--- src/rtl/add_pkg.sv ---
// Shared definitions for the nibble-serial adder slice:
// FSM state encoding, slice width and default operand width.
package add_pkg;

  localparam int NIB_W     = 4;
  localparam int WIDTH_DEF = 16;

  typedef enum logic [1:0] {
    IDLE = 2'b00,
    BUSY = 2'b01,
    DONE = 2'b10
  } state_t;

endpackage

--- src/rtl/rca_4b.sv ---
// 4-bit ripple-carry adder slice.
// Ports: A, B nibbles, C_in carry-in; S nibble sum, C_out carry-out.
module rca_4b
  import add_pkg::*;
(
  input  logic [NIB_W-1:0] A,
  input  logic [NIB_W-1:0] B,
  input  logic             C_in,
  output logic [NIB_W-1:0] S,
  output logic             C_out
);

  logic [NIB_W:0] c;

  assign c[0] = C_in;

  for (genvar i = 0; i < NIB_W; i++) begin : g_fa
    assign S[i]   = A[i] ^ B[i] ^ c[i];
    assign c[i+1] = (A[i] & B[i])
                  | (c[i] & (A[i] ^ B[i]));
  end

  assign C_out = c[NIB_W];

endmodule

--- src/rtl/nibble_serial_add.sv ---
// Multi-cycle adder: a+b+c_in, one nibble per cycle through
// one rca_4b. Ports: clk, rst (sync, high); in_valid/in_ready
// with a, b, c_in; out_valid/out_ready with sum, c_out, ovf.
module nibble_serial_add
  import add_pkg::*;
#(
  parameter int WIDTH = WIDTH_DEF
) (
  input  logic             clk,
  input  logic             rst,
  input  logic             in_valid,
  output logic             in_ready,
  input  logic [WIDTH-1:0] a,
  input  logic [WIDTH-1:0] b,
  input  logic             c_in,
  output logic             out_valid,
  input  logic             out_ready,
  output logic [WIDTH-1:0] sum,
  output logic             c_out,
  output logic             ovf
);

  localparam int NIBS = WIDTH / NIB_W;
  localparam int CW   = $clog2(NIBS);
  localparam logic [CW-1:0] LAST = CW'(NIBS - 1);

  state_t           state;
  logic [WIDTH-1:0] a_r;
  logic [WIDTH-1:0] b_r;
  logic [CW-1:0]    cnt;
  logic             carry;

  logic [NIB_W-1:0] nib_a;
  logic [NIB_W-1:0] nib_b;
  logic [NIB_W-1:0] nib_s;
  logic             nib_c;

  assign nib_a = a_r[cnt*NIB_W +: NIB_W];
  assign nib_b = b_r[cnt*NIB_W +: NIB_W];

  rca_4b u_rca (
    .A     (nib_a),
    .B     (nib_b),
    .C_in  (carry),
    .S     (nib_s),
    .C_out (nib_c)
  );

  assign in_ready = (state == IDLE);

  always_ff @(posedge clk) begin
    if (rst) begin
      state     <= IDLE;
      a_r       <= '0;
      b_r       <= '0;
      cnt       <= '0;
      carry     <= 1'b0;
      sum       <= '0;
      c_out     <= 1'b0;
      ovf       <= 1'b0;
      out_valid <= 1'b0;
    end else begin
      case (state)
        IDLE: begin
          if (in_valid) begin
            a_r   <= a;
            b_r   <= b;
            carry <= c_in;
            cnt   <= '0;
            sum   <= '0;
            state <= BUSY;
          end
        end
        BUSY: begin
          sum[cnt*NIB_W +: NIB_W] <= nib_s;
          carry <= nib_c;
          cnt   <= cnt + 1'b1;
          if (cnt == LAST) begin
            // nib_s MSB is the final sum MSB here
            c_out     <= nib_c;
            ovf       <= (a_r[WIDTH-1] == b_r[WIDTH-1])
                      && (nib_s[NIB_W-1] != a_r[WIDTH-1]);
            out_valid <= 1'b1;
            state     <= DONE;
          end
        end
        DONE: begin
          if (out_ready) begin
            out_valid <= 1'b0;
            state     <= IDLE;
          end
        end
        default: begin
          out_valid <= 1'b0;
          state     <= IDLE;
        end
      endcase
    end
  end

endmodule

--- config.mk ---
export PLATFORM = sky130hd
export DESIGN_NAME = nibble_serial_add
export DESIGN_NICKNAME = d
export VERILOG_FILES = /design/src/rtl/add_pkg.sv /design/src/rtl/rca_4b.sv /design/src/rtl/nibble_serial_add.sv
export SDC_FILE = /design/constraint.sdc
export NUM_CORES = 1
export LEC_CHECK = 0
export CELL_PAD_IN_SITES_DETAIL_PLACEMENT = 1
export CELL_PAD_IN_SITES_GLOBAL_PLACEMENT = 2
export CORE_MARGIN = 1
export CORE_UTILIZATION = 27
export DETAILED_ROUTE_END_ITERATION = 7
export PLACE_DENSITY_LB_ADDON = 0.3
export SLEW_MARGIN = 20
export SYNTH_ARGS = -nofsm -noshare
export SYNTH_HDL_FRONTEND = slang
export SYNTH_HIERARCHICAL = 1
export SYNTH_SLANG_ARGS = --single-unit
--- constraint.sdc ---
create_clock -name clk -period 3.72 [get_ports clk]
set_clock_uncertainty 0.1 [all_clocks]
set_input_delay 0.744 -clock clk [delete_from_list [all_inputs] [get_ports clk]]
set_output_delay 0.744 -clock clk [all_outputs]
set_load 0.03 [all_outputs]
**After elaboration in Yosys (flattened, before gate mapping)**

Cells that the tools add are included.

- Output and inout bits: 20
- Bits in registers: 56
- Logic and storage cells: 66

- Bitwise logic cells: 21
- Shifts and indexed selects: 4
- $add $sub $neg: 2
- Reductions and logical operators: 8
- Muxes and demuxes: 14
- Equality and inequality tests: 8

Operators by type and width:

| operator | number |
|---|---|
| $neg A4 Y34 | 1 |
| $shift A4 B34 Y16 const A | 1 |
| $shiftx A4 B34 Y16 | 1 |
| $pmux W16 S2 | 1 |
| $shiftx A16 B5 Y4 | 2 |
| $bwmux W16 | 1 |
| $mux W16 | 1 |
| $and A1 B1 Y1 | 8 |
| $mux W2 | 4 |
| $xor A1 B1 Y1 | 8 |
| $ne A2 B2 Y1 const B | 3 |
| $pmux W2 S3 | 1 |
| $reduce_and A2 Y1 | 3 |
| $reduce_and A3 Y1 | 2 |
| $eq A2 B2 Y1 const B | 2 |
| $or A1 B1 Y1 | 4 |
| $pmux W2 S2 | 1 |
| $mux W1 | 3 |
| $pmux W1 S3 | 1 |
| $add A2 B1 Y2 const B | 1 |
| $eq A2 B1 Y1 const B | 1 |
| $logic_not A2 Y1 | 1 |
| $pmux W1 S2 | 1 |
| $reduce_bool A2 Y1 | 1 |
| 4 further kinds | 4 |

**Depth between registers and ports, before layout**

- Word-level depth: 12
- Gate-level depth with buffers: 13
- Gate-level depth less buffers: 12

**Modules after synthesis**

The synthesis kept the hierarchy.

By module, submodules not included:

| module | seq. area each (um2) | times used | cells each | area an instance (um2) |
|---|---|---|---|---|
| nibble_serial_add | 1,121.1 | 1 | 247 | 2,322.2 |
| rca_4b | 0.0 | 1 | 14 | 117.6 |

**Worst setup path before layout**

Ideal clock, no wire load.

- Kind: reg2reg
- Start: reg cnt[0]
- End: reg ovf
- Clock period less this slack: 3,479 ps
- Arrival time: 3,247 ps
- Cell stages (with the launch flop): 14
- Path buffers: 1
- Setup slack: 241 ps
- Cells stage by stage: dfxtp_1 > buf_2 > mux4_2 > fa_1 > inv_1 > fa_1 > inv_1 > fa_1 > inv_1 > fa_1 > inv_1 > and3b_1 > a211oi_1 > nor3_1

- Cells in the longest elaborated chain, start to end: 11
- Elaborated cells on any way between the ends: 20

RTL lines:

| element | line | text |
|---|---|---|
| start, declared | nibble_serial_add.sv:30 | `logic [CW-1:0] cnt;` |
| start signal, assigned | nibble_serial_add.sv:77 | `cnt <= cnt + 1'b1;` |
| $shiftx A16 B5 Y4 * | nibble_serial_add.sv:38 | `assign nib_a = a_r[cnt*NIB_W +: NIB_W];` |
| via nib_a[0] | nibble_serial_add.sv:33 | `logic [NIB_W-1:0] nib_a;` |
| $xor A1 B1 Y1 | rca_4b.sv:20 | `\| (c[i] & (A[i] ^ B[i]));` |
| $and A1 B1 Y1 | rca_4b.sv:20 |  |
| $or A1 B1 Y1 * | rca_4b.sv:20 |  |
| $and A1 B1 Y1 * | rca_4b.sv:20 |  |
| $or A1 B1 Y1 * | rca_4b.sv:20 |  |
| $and A1 B1 Y1 * | rca_4b.sv:20 |  |
| $or A1 B1 Y1 * | rca_4b.sv:20 |  |
| $xor A1 B1 Y1 * | rca_4b.sv:18 | `assign S[i] = A[i] ^ B[i] ^ c[i];` |
| via nib_s[3] | nibble_serial_add.sv:35 | `logic [NIB_W-1:0] nib_s;` |
| $ne A1 B1 Y1 * | nibble_serial_add.sv:82 | `&& (nib_s[NIB_W-1] != a_r[WIDTH-1]);` |
| $logic_and A1 B1 Y1 * | nibble_serial_add.sv:82 |  |
| end signal, assigned | nibble_serial_add.sv:81 | `ovf <= (a_r[WIDTH-1] == b_r[WIDTH-1])` |
| end, declared | nibble_serial_add.sv:20 | `output logic ovf` |

The timed path passes the listed nets; every way through them passes the cells marked *.
A chain may end at the register's enable or synchronous reset.

**Worst setup path after layout**

Ends and elaborated chain as after synthesis.

==> flow_metrics.env <==
export IMPL_status="finished clean"
export IMPL_worstSkewPairLatency_ps=310
export IMPL_setup_violations=0
export IMPL_totalWireLength_mm=6.171
export IMPL_dieArea_mm2=0.009421
export IMPL_path_clk_slew_ps=110
export IMPL_fin_crit_sh=0.8899
export IMPL_total_leakage_power_nw=1.204
export IMPL_path_cells="mux4_2, fa_1, inv_1, fa_1, inv_1, fa_1, inv_1, fa_1, inv_1, and3b_1, a211oi_1, nor3_1"
export IMPL_clockBufferDepth=2
export IMPL_worstPathMaxFanout=5
export IMPL_cts_hold_buffers=0
export IMPL_hp_class="register to register"
export IMPL_crit_family="adder cells"
export IMPL_syn_nets=308
export IMPL_post_drt_wl_per_cell_um=14.59
export IMPL_max_freq_mhz=302.1
export IMPL_crit_path_top_delay_cell="mux4_2"
export IMPL_via_per_inst=4.740
export IMPL_die_h_um=97.06
export IMPL_dpl_hpwl_mm=4.568
export IMPL_gr_total_overflow=0
export IMPL_cp_num_buf_inv=4
export IMPL_postCtsSetupBuffers=0
export IMPL_io_pins=57
export IMPL_die_x_um=97.06
export IMPL_vdd_drop_max_uv=178.5
export IMPL_synthCells=261
export IMPL_powerDensity_mw_per_mm2=384.5
export IMPL_ant_nets=0
export IMPL_synthArstFlopShare=0
export IMPL_end_kind="register"
export IMPL_num_antenna_cells=0
export IMPL_finalInstanceArea_mm2=0.003223
export IMPL_yosysMostFrequentCell="nand2_1"
export IMPL_placed_area_mm2=0.003112
export IMPL_post_cts_resized=0
export IMPL_cts_root_buf="clkbuf_8"
export IMPL_cp_required_ps=3810
export IMPL_grt_max_degree=46
export IMPL_drive_gt1_frac=0.09524
export IMPL_antenna_found_initial=0
export IMPL_drc=0
export IMPL_fp_row_count=34
export IMPL_synth_largest_area_cell="dfxtp_1"
export IMPL_port_buffers=56
export IMPL_grt_pass1_vias=2057
export IMPL_track_usage=0.1356
export IMPL_rsz0062_at_grt="false"
export IMPL_fin_nets=361
export IMPL_syn_to_final_growth_pct=32.10
export IMPL_cts_tree="yes"
export IMPL_htreeDepth=2
export IMPL_cts_sinks=56
export IMPL_whs_ps=362.6
export IMPL_relSlewSlack=0.5286
export IMPL_layout_setup_ws_ps=409.4
export IMPL_start_kind="register"
export IMPL_drt_iter0_markers=66
export IMPL_max_cap_viol_count=0
export IMPL_tightest_slew_ps=707.1
export IMPL_synth_area_mm2=0.002440
export IMPL_syn_area_per_cell_um2=9.348
export IMPL_crit_type="register to register"
export IMPL_synth_seq_cells=56
export IMPL_synth_common_cells="nand2_1 (67), dfxtp_1 (56), a21oi_1 (40), a22o_1 (15), inv_1 (15)"
export IMPL_max_stage_delay_ps=560
export IMPL_first_pass_iters=4
export IMPL_initial_utilization=0.2798
export IMPL_final_hold_viol_count=0
export IMPL_gp_congestion=0.7357
export IMPL_synth_distinct_cells=33
export IMPL_min_period_ps=3311
export IMPL_synth_area_leaders="dfxtp_1 (46%), nand2_1 (10%), a21oi_1 (8.2%), mux4_2 (7.4%), a22o_1 (5.4%)"
export IMPL_finalSetupTns_ps=0
export IMPL_grt_pass1_wl_mm=10.23
export IMPL_synth_flop_cell="dfxtp_1"
export IMPL_slew_violations=0
export IMPL_coreArea_mm2=0.008721
export IMPL_synth_top_cell_area_share=0.4595
export IMPL_yosysSeqAreaShare=0.4595
export IMPL_cp_data_arrival_time_ps=3400
export IMPL_synth_warnings=6
export IMPL_cts_buffers=5
export IMPL_vias=2005
export IMPL_synth_edf_count=0
export IMPL_pre_cts_ws_ps=369.8
[flip-flops by register name, indices dropped and copies added (netlist names)]
register   count
a_r           16
carry          1
state          2
cnt            2
c_out          1
sum           16
b_r           16
ovf            1
out_valid      1
[worst register-to-register path, cell delays in order, from the launching register on]
cell and delay [ps]:
dfxtp_1 470, mux4_2 560, fa_1 440, inv_1 80, fa_1 160, inv_1 50, fa_1 350, inv_1 70
fa_1 400, inv_1 80, and3b_1 170, a211oi_1 200, nor3_1 70
[through the flow]
stage / utilization / total power [W] / std cells
6_report: 0.3696 / 0.001239 / 423
4_1_cts: 0.3696 / 0.001261 / 423
3_5_place_dp: 0.3568 / 0.0008445 / 415
5_1_grt: 0.3696 / 0.001306 / 423
2_1_floorplan: - / 0.0007577 / 261
3_3_place_gp: 0.3568 / 0.0008415 / 415
[path summary, 6_finish.rpt]
check | startpoint | to | slack (ps) | cells after the start
setup / recovery | cnt[0]$_SDFFE_PP0P_ | ovf$_SDFFE_PP0P_ | 410 | 12
hold / removal | a_r[6]$_SDFFE_PP0P_ | a_r[6]$_SDFFE_PP0P_ | 360 | 2
setup reg to reg | cnt[0]$_SDFFE_PP0P_ | ovf$_SDFFE_PP0P_ | 410 | 12
hold reg to reg | a_r[6]$_SDFFE_PP0P_ | a_r[6]$_SDFFE_PP0P_ | 360 | 2
[per-layer routing]
metal,global-route usage,vias up,share of wire
met3,0.03525,7,0.039
met2,0.2151,46,0.45
met1,0.1782,957,0.50
li1,-,995,-
met5,0,-,0
met4,0.04822,0,0.017
[power breakdown]
group | total, W | switching (W) | leakage (nW) | internal [W]
clock | 0.000412 | 0.000208 | 0.0558 | 0.000204
combinational | 0.000184 | 0.0000944 | 0.691 | 0.0000896
sequential | 0.000643 | 0.0000186 | 0.457 | 0.000624
total | 0.00124 | 0.000321 | 1.20 | 0.000918
[cell type report]
class,count,area [µm²]
Multi-Input combinational cell,174,1194
Tap cell,108,135.1
Sequential cell,56,1121
Clock inverter,2,38.79
Clock buffer,6,72.57
Timing Repair Buffer,62,605.6
Inverter,15,56.30
Fill cell,1011,5498
[cell usage in the layout (no fill, tap or decap), types with 2 or more instances in the layout]
cell / n
a211oi_1: 2
nor2_1: 8
mux2_2: 4
mux4_2: 8
a21oi_1: 40
clkbuf_8: 5
clkdlybuf4s50_1: 56
dfxtp_1: 56
nand2_1: 67
fa_1: 4
mux2i_1: 2
a22o_1: 15
nand3_1: 2
inv_1: 15
ha_1: 6
buf_4: 6
[cell families (layout without fill, tap and decap cells)]
kind of cell,count (synthesis),count (layout),share of synthesized area
compound gates,62,62,0.1595
simple gates,88,88,0.1636
flops,56,56,0.4595
buf+inv,31,85,0.05333
fa+ha+maj,10,10,0.06359
mux,14,14,0.1005
(Power assumes the default switching activity.)
